File: src/rtl/garage_pkg.sv
//-----------------------------------------------------------------------------
// garage_pkg
// Shared garage-door constants: default timing for the input conditioner,
// channel indices used to address the three conditioned inputs, and the
// state encoding of the door FSM that consumes the conditioned signals.
// No ports (package).
//-----------------------------------------------------------------------------
package garage_pkg;

  // Conditioner timing defaults
  localparam int DB_CYCLES_DEFAULT      = 4;  // stable samples before a level flips
  localparam int LOCKOUT_CYCLES_DEFAULT = 8;  // press-ignore window after a pulse
  localparam int CNT_W_DEFAULT          = 8;  // debounce / lockout counter width

  // Conditioned input channels
  localparam int NUM_CHANNELS = 3;
  localparam int CH_BTN       = 0;
  localparam int CH_UP        = 1;
  localparam int CH_DN        = 2;

  // Door FSM state encoding
  typedef enum logic [2:0] {
    DOOR_CLOSED          = 3'd0,
    DOOR_OPENING         = 3'd1,
    DOOR_OPEN            = 3'd2,
    DOOR_CLOSING         = 3'd3,
    DOOR_STOPPED_OPENING = 3'd4,
    DOOR_STOPPED_CLOSING = 3'd5
  } door_state_e;

endpackage

File: src/rtl/debounce_cell.sv
//-----------------------------------------------------------------------------
// debounce_cell
// Two-flop synchronizer followed by a counting debouncer for one bouncing
// asynchronous contact. The debounced level only changes after DB_CYCLES
// consecutive synchronized samples disagree with it; any agreeing sample in
// between restarts the count. Raw edge to o_level latency is DB_CYCLES+2.
//
// Ports
//   clk      in   system clock, rising edge
//   rst      in   synchronous active-high reset
//   i_raw    in   asynchronous raw contact
//   o_level  out  debounced level (direct register output)
//-----------------------------------------------------------------------------
module debounce_cell
  import garage_pkg::*;
#(
  parameter int DB_CYCLES = DB_CYCLES_DEFAULT,
  parameter int CNT_W     = CNT_W_DEFAULT
) (
  input  logic clk,
  input  logic rst,
  input  logic i_raw,
  output logic o_level
);

  // Count value at which the next disagreeing sample commits the new level.
  localparam logic [CNT_W-1:0] LP_CNT_LAST = CNT_W'(DB_CYCLES - 1);
  localparam logic [CNT_W-1:0] LP_CNT_ONE  = CNT_W'(1);

  logic             r_sync1;
  logic             r_sync2;
  logic             r_level;
  logic [CNT_W-1:0] r_cnt;

  logic             w_level_next;
  logic [CNT_W-1:0] w_cnt_next;

  always_comb begin
    w_level_next = r_level;
    w_cnt_next   = '0;
    if (r_sync2 != r_level) begin
      if (r_cnt == LP_CNT_LAST) begin
        // Enough consecutive disagreeing samples: adopt the new level.
        w_level_next = r_sync2;
        w_cnt_next   = '0;
      end else begin
        w_cnt_next = r_cnt + LP_CNT_ONE;
      end
    end
  end

  always_ff @(posedge clk) begin
    if (rst) begin
      r_sync1 <= 1'b0;
      r_sync2 <= 1'b0;
      r_level <= 1'b0;
      r_cnt   <= '0;
    end else begin
      r_sync1 <= i_raw;
      r_sync2 <= r_sync1;
      r_level <= w_level_next;
      r_cnt   <= w_cnt_next;
    end
  end

  assign o_level = r_level;

endmodule

File: src/rtl/garage_input_conditioner.sv
//-----------------------------------------------------------------------------
// garage_input_conditioner
// Conditions the wall button and the two door limit switches for the door
// FSM. Each raw contact is synchronized and debounced in its own
// debounce_cell. The debounced button's rising edge becomes a single-cycle
// activate pulse, suppressed while a post-pulse lockout window is running or
// while both limits read active (sensor fault).
//
// Ports
//   clk         in   system clock, rising edge
//   rst         in   synchronous active-high reset
//   btn_raw     in   raw button / remote contact, 1 = pressed
//   up_lim_raw  in   raw fully-open limit, 1 = at limit
//   dn_lim_raw  in   raw fully-closed limit, 1 = at limit
//   activate    out  one-cycle press pulse
//   up_max      out  debounced up limit
//   dn_max      out  debounced down limit
//   lim_fault   out  registered, both debounced limits high
//-----------------------------------------------------------------------------
module garage_input_conditioner
  import garage_pkg::*;
#(
  parameter int DB_CYCLES      = DB_CYCLES_DEFAULT,
  parameter int LOCKOUT_CYCLES = LOCKOUT_CYCLES_DEFAULT,
  parameter int CNT_W          = CNT_W_DEFAULT
) (
  input  logic clk,
  input  logic rst,
  input  logic btn_raw,
  input  logic up_lim_raw,
  input  logic dn_lim_raw,
  output logic activate,
  output logic up_max,
  output logic dn_max,
  output logic lim_fault
);

  localparam logic [CNT_W-1:0] LP_LOCK_LOAD = CNT_W'(LOCKOUT_CYCLES);
  localparam logic [CNT_W-1:0] LP_LOCK_ONE  = CNT_W'(1);

  //---------------------------------------------------------------------------
  // Per-channel synchronize + debounce
  //---------------------------------------------------------------------------
  logic [NUM_CHANNELS-1:0] w_raw;
  logic [NUM_CHANNELS-1:0] w_level;

  assign w_raw[CH_BTN] = btn_raw;
  assign w_raw[CH_UP]  = up_lim_raw;
  assign w_raw[CH_DN]  = dn_lim_raw;

  genvar gi;
  generate
    for (gi = 0; gi < NUM_CHANNELS; gi = gi + 1) begin : g_chan
      debounce_cell #(
        .DB_CYCLES (DB_CYCLES),
        .CNT_W     (CNT_W)
      ) u_debounce (
        .clk     (clk),
        .rst     (rst),
        .i_raw   (w_raw[gi]),
        .o_level (w_level[gi])
      );
    end
  endgenerate

  //---------------------------------------------------------------------------
  // Edge detect, lockout and fault
  //---------------------------------------------------------------------------
  logic             r_btn_prev;
  logic             r_activate;
  logic             r_fault;
  logic [CNT_W-1:0] r_lock;

  logic             w_rise;
  logic             w_accept;
  logic             w_fault_next;
  logic [CNT_W-1:0] w_lock_next;

  always_comb begin
    w_rise       = w_level[CH_BTN] & ~r_btn_prev;
    // The counter must already be zero; an edge arriving while it still
    // reads 1 is dropped even though it reaches zero at the same edge.
    w_accept     = w_rise & (r_lock == '0) & ~r_fault;
    w_fault_next = w_level[CH_UP] & w_level[CH_DN];
    w_lock_next  = r_lock;
    if (w_accept) begin
      w_lock_next = LP_LOCK_LOAD;
    end else if (r_lock != '0) begin
      w_lock_next = r_lock - LP_LOCK_ONE;
    end
  end

  always_ff @(posedge clk) begin
    if (rst) begin
      r_btn_prev <= 1'b0;
      r_activate <= 1'b0;
      r_fault    <= 1'b0;
      r_lock     <= '0;
    end else begin
      r_btn_prev <= w_level[CH_BTN];
      r_activate <= w_accept;
      r_fault    <= w_fault_next;
      r_lock     <= w_lock_next;
    end
  end

  assign activate  = r_activate;
  assign up_max    = w_level[CH_UP];
  assign dn_max    = w_level[CH_DN];
  assign lim_fault = r_fault;

endmodule

File: config.mk
export PLATFORM = sky130hd
export DESIGN_NAME = garage_input_conditioner
export DESIGN_NICKNAME = d
export VERILOG_FILES = /design/src/rtl/garage_pkg.sv /design/src/rtl/debounce_cell.sv /design/src/rtl/garage_input_conditioner.sv
export SDC_FILE = /design/constraint.sdc
export NUM_CORES = 1
export LEC_CHECK = 0
export BUFFER_PORTS_ARGS = -buffer_cell sky130_fd_sc_hd__buf_4
export CAP_MARGIN = 20
export CELL_PAD_IN_SITES_DETAIL_PLACEMENT = 1
export CELL_PAD_IN_SITES_GLOBAL_PLACEMENT = 1
export CORE_ASPECT_RATIO = 0.75
export CORE_MARGIN = 4
export CORE_UTILIZATION = 30
export DETAILED_ROUTE_END_ITERATION = 10
export PLACE_DENSITY = 0.62
export REMOVE_ABC_BUFFERS = 1
export SETUP_SLACK_MARGIN = 0.15
export SLEW_MARGIN = 20
export SYNTH_ARGS = -nofsm -noshare
export SYNTH_HDL_FRONTEND = slang
export SYNTH_SLANG_ARGS = --single-unit
File: constraint.sdc
create_clock -name clk -period 4.1 [get_ports clk]
set_input_delay 0.82 -clock clk [delete_from_list [all_inputs] [get_ports clk]]
set_output_delay 0.82 -clock clk [all_outputs]
set_load 0.005 [all_outputs]
==> impl_metrics.py <==
metrics = {
    "timing": {
        "setup_tns_ns": 0,
        "rsz0062_at_grt": "no",
        "hold_viol": 0,
        "maxSlewHeadroom_pct": 49.8,
        "layout_min_cycle_time_ns": 1.84,
        "tightest_slew_ns": 0.752,
        "whs_ns": 0.449,
        "timing.fmax_ghz": 0.543,
        "fin_skew_ns": 0.00307,
        "drv_slew": 0,
        "setup_viol": 0,
        "post-route-period-util_pct": 44.9,
    },
    "cts": {
        "cts_resized": 0,
        "post_cts_buffers": 0,
        "cts_tree": "yes",
        "numCtsBuffers": 5,
        "cts_hold_buf": 0,
        "path_clk_slew_ns": 0.08,
        "insertion_delay_ns": 0.29,
        "htree_num_levels": 2,
        "clkSinkCount": 44,
        "root_buffer": "clkbuf_8",
        "clockBufferDepth": 2,
    },
    "worst_setup_path": {
        "critPathKind": "flip-flop to flip-flop",
        "crit_arrival_ns": 2.01,
        "cp_max_fo": 6,
        "start_kind": "flip-flop",
        "worstPathRequired_ns": 4.27,
        "cp-end-kind": "flip-flop",
        "rr_worst_depth": 4,
    },
    "synthesis": {
        "synth_edf_count": 0,
        "ys_warn_count": 0,
        "synthCells": 196,
        "syn_area_sq_um": 1830,
        "dominantRegCellSynth": "dfxtp_1",
        "yosysSeqAreaShare_pct": 48.2,
        "avgSynthCellArea_sq_um": 9.32,
        "ys_types": 38,
        "ys_async_sr_fraction_pct": 0,
        "ys_ff_latch": 44,
    },
    "floorplanning": {
        "core_sq_um": 5860,
        "fp.dieW_microns": 98.1,
        "die_height_microns": 75.6,
        "rows": 24,
        "start_util_pct": 31.2,
        "die_area_sq_um": 7410,
        "ios": 9,
    },
    "global_route": {
        "grt_max_degree": 22,
        "antenna_found_initial": 0,
        "grt_pass1_wl_mm": 6.33,
        "grt_usage_pct": 10.8,
        "grt_pass1_vias": 1343,
        "overflow": 0,
    },
    "power_and_ir_drop": {
        "power.switching_mw": 0.299,
        "swShare_pct": 29.8,
        "p_seq_share_pct": 50.1,
        "p_leak_nw": 0.734,
        "p_int_mw": 0.704,
        "vdd_drop_max_mv": 0.137,
        "power_frac_comb_pct": 21.8,
        "total_power_mw": 1.00,
        "power_frac_clock_pct": 28.2,
        "p_per_area_nw_per_um2": 485,
    },
    "final_layout": {
        "final_util_pct": 35.3,
        "area_growth_pct": 13.3,
        "layout_common_cells": "dfxtp_1 (44), a21oi_1 (18), or3_1 (14), nor2_1 (14), nand3_1 (12)",
        "layout.nets": 219,
        "antenna_cells": 0,
        "final_common_cell": "dfxtp_1",
        "stdcell_area_sq_um": 2070,
        "drive_above_1_share_pct": 11.0,
    },
    "routing": {
        "first_pass_iters": 4,
        "viasPerCell": 4.92,
        "drc": 0,
        "vias": 1418,
        "wl_per_cell_microns": 12.8,
        "drt_first_iter_violations": 25,
        "drtAntennaViolNets": 0,
        "wirelength_mm": 3.68,
    },
    "status": {
        "status": "completed",
    },
    "placement": {
        "place_area_sq_um": 1980,
        "place.gp.congestion": 0.730,
        "place_hpwl_mm": 2.61,
        "port_buffers": 8,
    },
    "flow_run": {
        "max_cap_violations": 0,
    },
    "min_path": {
        "hold_path_class": "flip-flop to flip-flop",
        "hold_depth": 1,
    },
}
==> through the flow <==
| step | setup slack, ns | instances |
|---|---|---|
| final | 2.26 | 288 |
| after global routing | 2.11 | 288 |
| after CTS | 2.22 | 288 |
| after detailed placement | 2.23 | 280 |
| after global placement | 2.29 | 280 |
| after floorplan | 2.50 | 194 |
==> worst max-delay path: stages (launching register included) <==
cell,delay (ns)
dfxtp_1,0.40
ha_1,0.25
or4b_4,0.49
o211ai_1,0.48
nor2_1,0.09
==> state kept, by name (all words and copies together), names as in the netlist <==
| register | flops |
|---|---|
| activate | 1 |
| g_chan.u_debounce.o_level | 3 |
| g_chan.u_debounce.r_cnt | 24 |
| g_chan.u_debounce.r_sync1 | 3 |
| g_chan.u_debounce.r_sync2 | 3 |
| lim_fault | 1 |
| r_btn_prev | 1 |
| r_lock | 8 |
==> power by group through the flow <==
stage / clock network [mW] / registers (mW) / logic, mW
finish: 0.282 / 0.502 / 0.218
global route: 0.312 / 0.510 / 0.248
CTS: 0.297 / 0.502 / 0.219
detailed placement: 0 / 0.512 / 0.218
global placement: 0 / 0.511 / 0.214
floorplan: 0 / 0.501 / 0.177
==> area by class of cell <==
class                           count  area (sq um)
Fill cell                         709          3790
Sequential cell                    44           881
Multi-Input combinational cell    141           905
Tap cell                           78          97.6
Timing Repair Buffer                8          60.1
Inverter                            9          33.8
Clock inverter                      2          10.0
Clock buffer                        6          82.6
==> cells by family (layout without fill, tap and decap cells) <==
kind of cell	after synthesis	after routing	synth area share, %
adders and majority gates	5	5	3.42
and+or+nand+nor	82	82	26.2
DFF	44	44	48.2
buffers and inverters	11	25	2.26
xor gates and xnor gates	12	12	5.75
AOI/OAI and AO/OA	42	42	14.1
==> path summary, 6_finish.rpt <==
kind | startpoint | endpoint | slack [ns]
setup reg to reg | g_chan[1].u_debounce.r_cnt[0]$_SDFF_PP0_ | g_chan[1].u_debounce.r_cnt[4]$_SDFF_PP0_ | 2.26
hold / removal | g_chan[1].u_debounce.r_sync1$_SDFF_PP0_ | g_chan[1].u_debounce.r_sync2$_SDFF_PP0_ | 0.45
setup / recovery | g_chan[1].u_debounce.r_cnt[0]$_SDFF_PP0_ | g_chan[1].u_debounce.r_cnt[4]$_SDFF_PP0_ | 2.26
hold reg to reg | g_chan[1].u_debounce.r_sync1$_SDFF_PP0_ | g_chan[1].u_debounce.r_sync2$_SDFF_PP0_ | 0.45
==> synthesized netlist by cell type (3+ instances only) <==
cell type  count  area, sq um
or3_1         14         87.6
nand3_1       12         60.1
xnor2_1        4         35.0
a21o_1         3         22.5
nor3_1         3         15.0
a21oi_1       18         90.1
nand4_1        5         31.3
nor3b_1        4         30.0
inv_1          9         33.8
xor2_1         8         70.1
nand2_1        8         30.0
nor2_1        14         52.6
nor2b_1        7         43.8
dfxtp_1       44          881
o21ai_0       11         55.1
ha_1           5         62.6
==> metal layers <==
layer  vias up  part of all wire (%)  global-route usage [%]  routed length [microns]
met4         0                   1.5                    4.61                       55
li1        731                     -                       -                        -
met3         5                   3.5                    3.11                      130
met5         -                     0                       0                        0
met1       667                    53                    14.5                     1940
met2        15                    42                    16.7                     1550
No activity file was read; power rests on OpenSTA's default activity.
